$ cat src/rtl/core_pkg.sv
// core_pkg: shared core constants and types.
// - DATA_WIDTH / INST_MEM_ADDR_WIDTH / INST_MEM_DEPTH: instruction memory geometry.
// - RESET_PC: default program counter after reset.
// - BUF_DEPTH: fetch buffer entries (fixed at 2).
// - fetch_state_e: fetch sequencer states.
//   StFault exists only when FETCH_MISALIGN_CHK_EN is defined.
// - fetch_entry_t: {pc, inst} pair held in the fetch buffer.
package core_pkg;

  localparam int unsigned DATA_WIDTH          = 32;
  localparam int unsigned INST_MEM_ADDR_WIDTH = 10;
  localparam int unsigned INST_MEM_DEPTH      = 1 << INST_MEM_ADDR_WIDTH;
  localparam int unsigned BUF_DEPTH           = 2;
  localparam logic [31:0] RESET_PC            = 32'h0000_0000;

  typedef enum logic [1:0] {
    StIdle  = 2'd0,
    StFetch = 2'd1
`ifdef FETCH_MISALIGN_CHK_EN
    ,
    StFault = 2'd2
`endif
  } fetch_state_e;

  typedef struct packed {
    logic [31:0]           pc;
    logic [DATA_WIDTH-1:0] inst;
  } fetch_entry_t;

endpackage

$ cat src/rtl/fetch_buffer.sv
// fetch_buffer: 2-entry in-order FIFO of fetch_entry_t.
// Ports:
//   clk_i, rst_ni        clock, asynchronous active-low reset
//   push_i, push_entry_i write an entry (ignored when full)
//   pop_i                drop the head entry (ignored when empty)
//   flush_i              discard all entries; dominates push and pop
//   head_o               oldest entry (stale contents when empty)
//   full_o, empty_o      occupancy flags
//   count_o              number of valid entries (0..2)
module fetch_buffer
  import core_pkg::*;
(
  input  logic         clk_i,
  input  logic         rst_ni,
  input  logic         push_i,
  input  fetch_entry_t push_entry_i,
  input  logic         pop_i,
  input  logic         flush_i,
  output fetch_entry_t head_o,
  output logic         full_o,
  output logic         empty_o,
  output logic [1:0]   count_o
);

  fetch_entry_t mem_q [BUF_DEPTH];
  fetch_entry_t mem_d [BUF_DEPTH];
  logic         wr_ptr_q, wr_ptr_d;
  logic         rd_ptr_q, rd_ptr_d;
  logic [1:0]   count_q, count_d;
  logic         do_push, do_pop;

  assign full_o  = (count_q == 2'd2);
  assign empty_o = (count_q == 2'd0);
  assign count_o = count_q;
  assign head_o  = mem_q[rd_ptr_q];

  assign do_push = push_i & ~full_o;
  assign do_pop  = pop_i & ~empty_o;

  always_comb begin
    mem_d    = mem_q;
    wr_ptr_d = wr_ptr_q;
    rd_ptr_d = rd_ptr_q;
    count_d  = count_q;
    if (flush_i) begin
      wr_ptr_d = 1'b0;
      rd_ptr_d = 1'b0;
      count_d  = 2'd0;
    end else begin
      if (do_push) begin
        mem_d[wr_ptr_q] = push_entry_i;
        wr_ptr_d        = ~wr_ptr_q;
      end
      if (do_pop) begin
        rd_ptr_d = ~rd_ptr_q;
      end
      count_d = count_q + {1'b0, do_push} - {1'b0, do_pop};
    end
  end

  always_ff @(posedge clk_i or negedge rst_ni) begin
    if (!rst_ni) begin
      for (int i = 0; i < BUF_DEPTH; i++) begin
        mem_q[i] <= '0;
      end
      wr_ptr_q <= 1'b0;
      rd_ptr_q <= 1'b0;
      count_q  <= 2'd0;
    end else begin
      mem_q    <= mem_d;
      wr_ptr_q <= wr_ptr_d;
      rd_ptr_q <= rd_ptr_d;
      count_q  <= count_d;
    end
  end

endmodule

$ cat src/rtl/inst_fetch_ctrl.sv
// inst_fetch_ctrl: IF-stage fetch sequencer.
// Owns the PC, issues reads to a 1-cycle-latency instruction memory and queues returned
// instructions in a 2-entry buffer presented to ID under valid/ready.
// Optional feature macro: FETCH_MISALIGN_CHK_EN (misaligned redirect -> fault state and
// one-cycle fetch_fault_o pulse; without it redirect bits [1:0] are forced to zero).
// Ports:
//   clk_i, rst_ni       clock, asynchronous active-low reset
//   fetch_en_i          level enable for issuing new reads
//   redirect_i          one-cycle flush pulse, restart at redirect_pc_i
//   redirect_pc_i       byte-address redirect target
//   imem_addr_o         word address of the read
//   imem_en_o           read strobe
//   imem_rdata_i        read data, valid the cycle after imem_en_o
//   inst_valid_o        head entry valid
//   inst_o, inst_pc_o   head instruction and its byte PC
//   fetch_fault_o       misaligned-redirect pulse (macro builds only)
//   id_ready_i          ID accepts the head
module inst_fetch_ctrl
  import core_pkg::*;
#(
  parameter logic [31:0] ResetPc = RESET_PC
) (
  input  logic                           clk_i,
  input  logic                           rst_ni,
  input  logic                           fetch_en_i,
  input  logic                           redirect_i,
  input  logic [31:0]                    redirect_pc_i,
  output logic [INST_MEM_ADDR_WIDTH-1:0] imem_addr_o,
  output logic                           imem_en_o,
  input  logic [DATA_WIDTH-1:0]          imem_rdata_i,
  output logic                           inst_valid_o,
  output logic [DATA_WIDTH-1:0]          inst_o,
  output logic [31:0]                    inst_pc_o,
`ifdef FETCH_MISALIGN_CHK_EN
  output logic                           fetch_fault_o,
`endif
  input  logic                           id_ready_i
);

  fetch_state_e state_q, state_d;
  logic [31:0]  pc_q, pc_d;
  logic [31:0]  inflight_pc_q, inflight_pc_d;
  logic         inflight_q, inflight_d;
  logic         stale_q, stale_d;

  logic         pop, push, issue;
  logic [2:0]   occ, occ_after_pop;
  logic [31:0]  redirect_tgt;
  fetch_entry_t head, push_entry;
  logic         buf_full, buf_empty;
  logic [1:0]   buf_count;

`ifdef FETCH_MISALIGN_CHK_EN
  logic         redirect_misaligned;
  logic         fault_q;

  assign redirect_misaligned = redirect_i & (|redirect_pc_i[1:0]);
  assign redirect_tgt        = redirect_pc_i;
  assign fetch_fault_o       = fault_q;
`else
  logic         unused_redirect_lsb;

  assign unused_redirect_lsb = ^redirect_pc_i[1:0];
  assign redirect_tgt        = {redirect_pc_i[31:2], 2'b00};
`endif

  assign inst_valid_o  = ~buf_empty;
  assign inst_o        = head.inst;
  assign inst_pc_o     = head.pc;
  assign pop           = inst_valid_o & id_ready_i;

  // Count the outstanding read so a stalled ID never sees more than two entries.
  assign occ           = {1'b0, buf_count} + {2'b00, inflight_q};
  assign occ_after_pop = occ - {2'b00, pop};
  assign issue         = (state_q == StFetch) & ~redirect_i & (occ_after_pop < 3'd2);

  assign imem_en_o     = issue;
  assign imem_addr_o   = pc_q[INST_MEM_ADDR_WIDTH+1:2];

  // A return is dropped if a redirect lands on it or preceded it.
  assign push          = inflight_q & ~stale_q & ~redirect_i;
  assign push_entry    = '{pc: inflight_pc_q, inst: imem_rdata_i};

  fetch_buffer u_buf (
    .clk_i       (clk_i),
    .rst_ni      (rst_ni),
    .push_i      (push),
    .push_entry_i(push_entry),
    .pop_i       (pop),
    .flush_i     (redirect_i),
    .head_o      (head),
    .full_o      (buf_full),
    .empty_o     (buf_empty),
    .count_o     (buf_count)
  );

  always_comb begin
    state_d       = state_q;
    pc_d          = pc_q;
    inflight_d    = issue;
    inflight_pc_d = pc_q;
    stale_d       = redirect_i;
    if (issue) begin
      pc_d = pc_q + 32'd4;
    end
    case (state_q)
      StIdle:  if (fetch_en_i) state_d = StFetch;
      StFetch: if (!fetch_en_i) state_d = StIdle;
`ifdef FETCH_MISALIGN_CHK_EN
      StFault: state_d = StFault;
`endif
      default: state_d = StIdle;
    endcase
    if (redirect_i) begin
      pc_d = redirect_tgt;
`ifdef FETCH_MISALIGN_CHK_EN
      if (redirect_misaligned) begin
        state_d = StFault;
      end else if (state_q == StFault) begin
        state_d = StFetch;
      end
`endif
    end
  end

  always_ff @(posedge clk_i or negedge rst_ni) begin
    if (!rst_ni) begin
      state_q       <= StIdle;
      pc_q          <= ResetPc;
      inflight_q    <= 1'b0;
      inflight_pc_q <= 32'h0;
      stale_q       <= 1'b0;
    end else begin
      state_q       <= state_d;
      pc_q          <= pc_d;
      inflight_q    <= inflight_d;
      inflight_pc_q <= inflight_pc_d;
      stale_q       <= stale_d;
    end
  end

`ifdef FETCH_MISALIGN_CHK_EN
  always_ff @(posedge clk_i or negedge rst_ni) begin
    if (!rst_ni) begin
      fault_q <= 1'b0;
    end else begin
      fault_q <= redirect_misaligned;
    end
  end
`endif

endmodule
$ cat config.mk
export PLATFORM = sky130hd
export DESIGN_NAME = inst_fetch_ctrl
export DESIGN_NICKNAME = d
export VERILOG_FILES = /design/src/rtl/core_pkg.sv /design/src/rtl/fetch_buffer.sv /design/src/rtl/inst_fetch_ctrl.sv
export SDC_FILE = /design/constraint.sdc
export NUM_CORES = 1
export LEC_CHECK = 0
export CAP_MARGIN = 20
export CELL_PAD_IN_SITES_DETAIL_PLACEMENT = 0
export CELL_PAD_IN_SITES_GLOBAL_PLACEMENT = 2
export CORE_MARGIN = 4
export CORE_UTILIZATION = 36
export CTS_BUF_LIST = sky130_fd_sc_hd__clkbuf_4 sky130_fd_sc_hd__clkbuf_8 sky130_fd_sc_hd__clkbuf_16
export DETAILED_ROUTE_END_ITERATION = 7
export GPL_ROUTABILITY_DRIVEN = 0
export GPL_TIMING_DRIVEN = 0
export MAX_ROUTING_LAYER = met4
export PLACE_DENSITY = 0.8
export SETUP_SLACK_MARGIN = 0.1
export SYNTH_ARGS = -nofsm -noshare
export SYNTH_HDL_FRONTEND = slang
export SYNTH_SLANG_ARGS = --single-unit
$ cat constraint.sdc
create_clock -name clk_i -period 4.2 [get_ports clk_i]
set_input_delay 0.84 -clock clk_i [delete_from_list [all_inputs] [get_ports clk_i]]
set_output_delay 0.84 -clock clk_i [all_outputs]
set_load 0.01 [all_outputs]
==> results.yml <==
run_status:
  outcome: "finished, final reports clean"
logic_synthesis:
  synth-seq-cells: 191
  synth_area_leaders: "dfrtp_1 (58%), mux2_2 (25%), or4_1 (1.6%)"
  combinational_family_with_the_most_area_after_synthesis: "multiplexers"
  synth_top_cell_area_share: 0.576
  postSynth.topFlopCell: "dfrtp_1"
  ys_types: 40
  ys_async_sr_fraction: 1.00
  syn_inst: 607
  synth_simple_gate_area_share: 0.0762
  synthesis.yosys.warnings: 0
  number_of_flops_mapped_to_enable_cells_by_yosys: 0
  mux_cell_area_share_after_synthesis: 0.255
  syn_area_per_cell_um2: 13.7
  synth_compound_gate_area_share: 0.0359
  post_synth_instance_area_um2: 8290
  synth_top_area_cell: "dfrtp_1"
  yosys.area_share.adder: 0.00845
  synthXorXnorAreaFrac: 0.0137
  synth_most_common_cell: "dfrtp_1"
  synth-seq-area-share: 0.576
  ys_top_cells_by_count: "dfrtp_1 (191), mux2_2 (187), nand2_1 (21)"
floorplanning:
  floorplan.io_pins: 145
  floorplan.die.width_um: 160
  floorplan.rows: 55
  floorplan.initialDensity: 0.366
  design.core.area_um2: 22600
  die_area_um2: 25500
  floorplan_die_height_um: 160
sta:
  report.final.setup_viol: 0
  final-hold-violation-count: 0
  max_freq_mhz: 251
  fin_setup_tns_ns: 0
  report.final.slew_viol_count: 0
  finalCritPeriodShare: 0.947
  unrepaired_setup_endpoints_after_global_routing: "false"
  timing_worst_slew_pin_value_ns: 0.694
  relSlewSlack: 0.538
  clock-skew-final_ns: 0.0113
  finalHoldWorstSlack_ns: 0.408
  period_needed_ns: 3.98
setup_path:
  critical_path_arrival_ns: 3.14
  startpoint_of_the_lowest_slack_register_to_register_path: "u_buf.count_o[1]"
  critPathCapture: "imem_en_o"
  timing.critical_path.fanout_max: 3
  setup.worst_path.start_class: "primary input"
  reg2reg_slack_ns: 0.58
  rr_worst_depth: 12
  timing.critical_path.to_type: "output port"
  worst-endpoint-required_ns: 3.36
  criticalPathCategory: "primary input to output port"
  regToRegEndpoint: "inflight_pc_d[17]"
  startpoint: "id_ready_i"
finish:
  multi_input_comb_area_um2: 3250
  share_of_cells_above_drive_strength_1: 0.342
  num_antenna_cells: 0
  finalCoreUtilization: 0.473
  area_growth_pct: 29.2
  seqCellArea_um2: 4780
  finish.net_count: 845
  fillerInstances: 2033
  fin_area_um2: 10700
power_and_ir_drop:
  worst_ir_drop_vdd_mv: 0.206
  power.density_cell_area_nw_per_um2: 669
  power.static_leakage_uw: 0.00460
routing:
  viasPerCell: 5.01
  drt.antenna.violating_nets: 0
  wl_per_cell_um: 17.9
  drcViolationCount: 0
  first_iter_violations: 224
  dr_total_vias: 5353
  totalWireLength_um: 19100
  number_of_search_and_repair_iterations_in_the_first_detailed_routing_pass: 4
grt:
  maximum_number_of_pins_on_one_net_before_global_route_repair: 102
  first_pass_grt_wire_length_um: 31400
  grt.total_usage: 0.159
  grt_pass1_vias: 5924
  grt_antenna_before_repair: 0
  grt-ovfl-total: 0
cts:
  cts_made_buffers: 17
  clock_path_buffers: 2
  clkSinkCount: 191
  cts_tree: "built"
  clockRootBuffer: "clkbuf_16"
  insertion_delay_ns: 0.42
  htreeDepth: 4
  clk_transition_reported_paths_ns: 0.07
  holdBufCountCts: 0
hold_path:
  hold_class: "primary input to asynchronous set/reset pin"
placement:
  number_of_input_and_output_port_buffers_inserted: 139
  postPlaceCellArea_um2: 10100
  dpl.hpwl_um: 13900
flow_run:
  max_cap_violations: 0
layout by cell type, fill, tap and decap left out, drive strengths merged:
cell type	instances
nor2b	4
nand3	16
and4	5
clkinvlp	2
nor4b	1
xor2	6
o31ai	13
bufinv	1
a31oi	15
mux2i	1
clkbuf	30
o21ai	11
nand2	21
nor2	18
xnor2	7
or2	1
nor3b	1
conb	2
inv	8
ha	4
nand4	12
buf	41
clkdlybuf4s15	1
nand4b	1
and3	5
or4	20
dlygate4sd1	2
or3	3
a21oi	1
fa	1
mux2	187
clkdlybuf4s50	137
and2	3
a22o	1
clkinv	6
dfrtp	191
o211ai	5
per-layer routing:
layer  wire length (um)  vias up  GRT usage  share of wire
li1                   -     2522          -              -
met1               8410     2698      0.196           0.44
met2               9740      118      0.269           0.51
met3                715       15     0.0297          0.037
met4                227        0     0.0410          0.012
met5                  0        -          -              0
cell families (layout without fill, tap and decap cells):
group                    after synthesis  after routing
other                                  1              2
AO/OA/AOI/OAI                         46             46
XOR/XNOR                              13             13
multiplexers                         188            188
flip-flops                           191            191
adder cells (fa/ha/maj)                5              5
buffers and inverters                 52            228
AND/OR/NAND/NOR                      111            111
worst min path at each step:
stage / cells after the start / slack (ns) / from / endpoint
finish: 1 / 0.41 / rst_ni / u_buf.mem_q[87]
global route: 1 / 0.45 / rst_ni / u_buf.mem_q[87]
CTS: 1 / 0.43 / rst_ni / u_buf.mem_q[87]
detailed placement: 0 / 0.42 / inflight_pc_d[30] / inflight_pc_q[30]
global placement: 0 / 0.42 / inflight_pc_d[31] / inflight_pc_q[31]
floorplan: 0 / 0.36 / inflight_pc_d[31] / inflight_pc_q[31]
power by group:
group | total [uW] | internal (uW) | switching, uW
sequential | 2820 | 2470 | 342
combinational | 2790 | 1720 | 1070
clock | 1570 | 885 | 686
total | 7170 | 5080 | 2090
flip-flops by register name (all words and copies together) (netlist names):
register	flops
state_q	1
inflight_pc_d	30
u_buf.rd_ptr_q	1
u_buf.wr_ptr_q	1
stale_q	1
inflight_q	1
u_buf.count_o	2
u_buf.mem_q	124
inflight_pc_q	30
cell type report:
class                   count  area share
inverters                   6     0.00210
well taps                 285      0.0333
plain buffers              46      0.0245
clock buffers              21      0.0448
repair buffers            144       0.136
multi-input cells         365       0.304
clock inverters            11     0.00969
flip-flops and latches    191       0.446
what timing repair did:
action | 4_1_cts | 5_1_grt
setup endpoints to repair | 1 | 1
pin swaps | 1 | 1
setup buffers | 2 | 2
gates resized for setup | 8 | 2
worst max-delay path, stage by stage:
cell and delay (ns):
clkdlybuf4s50_1 0.48, and2_4 0.17, ha_1 0.22, inv_1 0.07, nand2_1 0.07, fa_2 0.35
xnor2_2 0.19, buf_6 0.13, and3_4 0.20, and2_1 0.17, clkdlybuf4s15_2 0.24
metrics by stage:
stage | cells | setup WS [ns] | power (uW)
floorplan | 608 | 0.783 | 4270
global placement | 1032 | -5.20 | 5490
detailed placement | 1033 | -0.477 | 5610
CTS | 1067 | 0.114 | 7280
global route | 1069 | 0.122 | 7610
finish | 1069 | 0.222 | 7170
Power figures use the tool's default switching activity.
==> RTL change 1: new RTL, same flow settings <==
The option `FETCH_MISALIGN_CHK_EN` is turned on by a define.
--- a/src/rtl/core_pkg.sv
+++ b/src/rtl/core_pkg.sv
@@ -7,2 +7,4 @@
 // - fetch_entry_t: {pc, inst} pair held in the fetch buffer.
+`define FETCH_MISALIGN_CHK_EN
+
 package core_pkg;
Check against the original RTL (old outputs only; new: fetch_fault_o): not equivalent (Yosys sat finds a counterexample within 4 cycles, from zero or initial values and one cycle with rst_ni low).
==> RTL change 1 against the unedited design <==
- global-route usage grew 1.1 points
- area after synthesis grew 4.9%
- setup slack lost 0.023 ns
- total power shrank 7.6%
- wire length grew 14%
- register-to-register slack gained 0.28 ns
- final cell count grew 8.5%
- final area grew 6.9%
- count of clock-buffer cells in the layout grew 12
- sequential cell count grew 10
- critical endpoint unchanged
- largest power group unchanged
- highest routed layer unchanged
==> RTL change 1: results (changes against the unedited design) <==
number of port buffers 145 (+4.3%); DR iter-0 viols 276 (+23%); hold slack 0.384 ns (-0.0241 ns); Worst Hold Class reg -> reg; Vias 5860 (+9.5%); overall global routing resource usage 0.169 (+0.0107); synth cell count leaders dfrtp_1 (201), mux2_2 (194), nand2_1 (34); skew final 0.0171 ns (+0.00585 ns); status finished clean; cts bufs inserted 23 (+6); Power Sequential 2570 uW (-8.9%); Logic pwr share 0.311 (-0.078); CTS Buffer Depth 3 (+1); register area share after synthesis 0.578 (+0.00157); Worst-Skew Late Latency 0.50 ns (+0.08 ns); Routed WL 21800 um (+14%); Leak 0.00519 uW (+13%); max frequency 250 MHz (-0.58%); placed cells 1110 (+7.5%); fraction of layout cells with a size suffix above 1 0.340 (-0.00177); placed cell areas 0.0106 mm^2 (+5.1%); critical-path maximum fanout 8 (+5); routed len/inst 18.8 um (+5.4%); vias in the first global route 6276 (+5.9%); Largest register FFs 128 (+3.2%); top post-synthesis cells by area dfrtp_1 (58%), mux2_2 (25%), buf_4 (1.5%); first-pass GRT wire length 35000 um (+12%); largest net degree at the start of global routing 113 (+11%); crit path max-delay cell type fa_1; worst vdd ir 0.262 mV (+27%); router iterations before antenna repair 5 (+1); initial antenna violation count 0 (unchanged); H-tree levels 1 (-3); Worst R2R Setup Slack 0.86 ns (+0.28 ns); dpl hpwl 15500 um (+11%); Net Switching 1830 uW (-13%); CTS clk-pin slew, worst paths 0.06 ns; Worst EP arrival 3.16 ns (+0.02 ns); Netlist cell types 50 (+25%); Avg Synthesized Cell Area 13.5 um^2 (-1.2%); worst slack, placed -0.660 ns (-0.183 ns); clock network fraction of total power 0.302 (+0.083); worst slew pin tran 0.835 ns (+0.141 ns); Nets 900 (+6.5%)
[RTL change 1: worst paths after layout]
path,startpoint,to,cells past startpoint
setup / recovery,id_ready_i,imem_en_o,11
hold / removal,inflight_pc_d[1],inflight_pc_q[1],0
setup reg to reg,u_buf.count_o[1],inflight_pc_d[19],14
hold reg to reg,inflight_pc_d[1],inflight_pc_q[1],0
max in group asynchronous,rst_ni,u_buf.count_o[1],2
min in group asynchronous,rst_ni,u_buf.mem_q[17],1
[RTL change 1: worst register-to-register path: stages (launching register included)]
cell       delay (ns)
dfrtp_2          0.40
or2_2            0.32
and2_4           0.19
ha_1             0.27
inv_1            0.07
nand2_1          0.07
fa_1             0.44
nand4bb_1        0.11
or2_4            0.16
inv_8            0.05
buf_4            0.13
nor2_1           0.22
clkbuf_1         0.53
a22oi_1          0.17
o211ai_1         0.15
[RTL change 1: metal layers]
metal / track usage / routed length (um) / up-vias
met4: 0.0316 / 314 / 0
met3: 0.0303 / 1250 / 29
met2: 0.270 / 10200 / 181
met5: - / 0 / -
li1: - / - / 2681
met1: 0.231 / 10100 / 2969
[RTL change 1: logic make-up (layout without fill, tap and decap cells)]
kind of cell,count (synthesis),after routing,share of synthesized area
flops,201,201,0.578
simple gates,110,110,0.0647
buf+inv,56,252,0.0332
fa+ha+maj,5,5,0.00805
xor+xnor,7,7,0.00705
compound gates,70,70,0.0556
mux,196,196,0.253
[RTL change 1: repair_timing]
item,4_1_cts,5_1_grt
pin swaps,1,1
setup buffers,2,8
gates resized for setup,13,1
endpoints found under the setup margin,1,1
[RTL change 1: layout make-up]
type                       count  area (um^2)
timing repair buffer         156         1560
clock buffer                  33          676
clock inverter                 7         87.6
fill                        2127        12200
buffer                        45          263
multi-input combinational    388         3390
sequential                   201         5030
tap                          319          399
inverter                      11         48.8
==> RTL change 2: new RTL, same settings <==
Made on the original files. Set the package constant `INST_MEM_ADDR_WIDTH` to 9 (it was 10).
--- a/src/rtl/core_pkg.sv
+++ b/src/rtl/core_pkg.sv
@@ -10,3 +10,3 @@
   localparam int unsigned DATA_WIDTH          = 32;
-  localparam int unsigned INST_MEM_ADDR_WIDTH = 10;
+  localparam int unsigned INST_MEM_ADDR_WIDTH = 9;
   localparam int unsigned INST_MEM_DEPTH      = 1 << INST_MEM_ADDR_WIDTH;
Interface: changed (resized imem_addr_o); port bits go from 145 to 144. No check against the original RTL was run, so the function may have changed too.
==> RTL change 2 against the unedited design <==
- global-route usage down 0.15 points
- critical endpoint unchanged
- area after synthesis about the same
- wire length down 0.54%
- synthesized cell count shrank 0.16%
- core utilization is essentially flat
- first-iteration DRC count fell by 4.5%
- critical path depth did not move
- count of clock-buffer cells in the layout down 4
- non-clock buffer count shrank 1
- sequential cell count did not move
- final area hardly changed
- total power grew 0.72%
- largest cell class unchanged
- highest routed layer unchanged
- setup slack got worse by 0.0023 ns
==> RTL change 2: results (changes against the unedited design) <==
status finished clean; synthesized netlist cell count 606 (-0.16%); r2r endpoint inflight_pc_d[17]; GRT met2 Usage 0.262 (-0.00639); fraction of layout cells with a size suffix above 1 0.344 (+0.00171); M3 GR Usage 0.0323 (+0.00258); number of port buffers 138 (-0.72%); antenna cell count 0 (unchanged); XOR/XNOR Fraction of Synth Area 0.0137 (about the same); post-synthesis mux area share 0.255 (about the same); Leak 0.00460 uW (about the same); M1 wire length 8180 um (-2.6%); root buffer cell clkbuf_16; overall global routing resource usage 0.157 (-0.00152); vias in the first global route 5939 (+0.25%); Post-CTS Resized 10 (+2); largest net degree at the start of global routing 130 (+27%); skew final 0.0133 ns (+0.00200 ns); synth cell count leaders dfrtp_1 (191), mux2_2 (187), nand2_1 (21); placed cells 1031 (-0.19%); internal power 5050 uW (-0.54%); clock network fraction of total power 0.224 (+0.005); top post-synthesis cells by area dfrtp_1 (58%), mux2_2 (25%), or4_1 (1.6%); hold slack 0.330 ns (-0.0778 ns); CTS clk-pin slew, worst paths 0.07 ns (about the same); Residual DRC 0 (unchanged); post-synthesis compound-gate area fraction 0.0359 (about the same); Syn. warnings 0 (unchanged); Largest register FFs 124 (unchanged); met3 routed WL 802 um (+12%); ys async rst share 1.00 (unchanged); Nets 844 (-0.12%); DR iter-0 viols 214 (-4.5%); routed len/inst 17.8 um (-0.45%); Netlist cell types 40 (unchanged); routed wl met2 9690 um (-0.49%); critical-path maximum fanout 3 (unchanged); Via density 5.05 (+0.80%); dpl hpwl 13600 um (-2.0%); Adder-Cell Fraction of Synth Area 0.00846 (about the same); Clk. pwr 1620 uW (+3%); Post-CTS Setup Inserts 2 (unchanged); RR Startpoint u_buf.count_o[1]; initial antenna violation count 0 (unchanged); router iterations before antenna repair 5 (+1); first-pass GRT wire length 31300 um (-0.13%); final setup violation count 0 (unchanged); Worst Hold Class in -> async; worst vdd ir 0.209 mV (+1.5%); crit path from id_ready_i; Worst EP arrival 3.14 ns (about the same); Max Used Layer met4; post-route core utilization 0.473 (about the same); Worst-Skew Late Latency 0.43 ns; GR Layer Usage met1 0.194 (-0.00275); slew margin rel. 0.511 (-0.0263); Sequential Power Share 0.389 (-0.003); register area share after synthesis 0.577 (about the same); Non-Filler Instances 1068 (-0.094%)
RTL change 2: changes by cell type after synthesis:
cell / before / now
buf_4: 12 / 11
RTL change 2: stage by stage:
step	area, um^2	setup WS, ns
floorplan	8290	0.783
CTS	10700	0.123
global route	10700	0.108
finish	10700	0.220
global placement	10000	-5.14
detailed placement	10100	-0.527
RTL change 2: final cells by class:
type                       instances  area (um^2)
inverter                           6         22.5
buffer                            45          255
clock inverter                    15          173
clock buffer                      17          425
fill                            2015        11900
sequential                       191         4780
timing repair buffer             144         1450
tap                              285          357
multi-input combinational        365         3250
RTL change 2: worst max-delay path, stage by stage:
cell             delay, ns
clkdlybuf4s50_1       0.48
and2_4                0.17
ha_1                  0.22
inv_1                 0.08
nand2_1               0.07
fa_2                  0.36
xnor2_2               0.18
buf_6                 0.13
and3_2                0.23
and2_4                0.16
clkdlybuf4s15_2       0.22
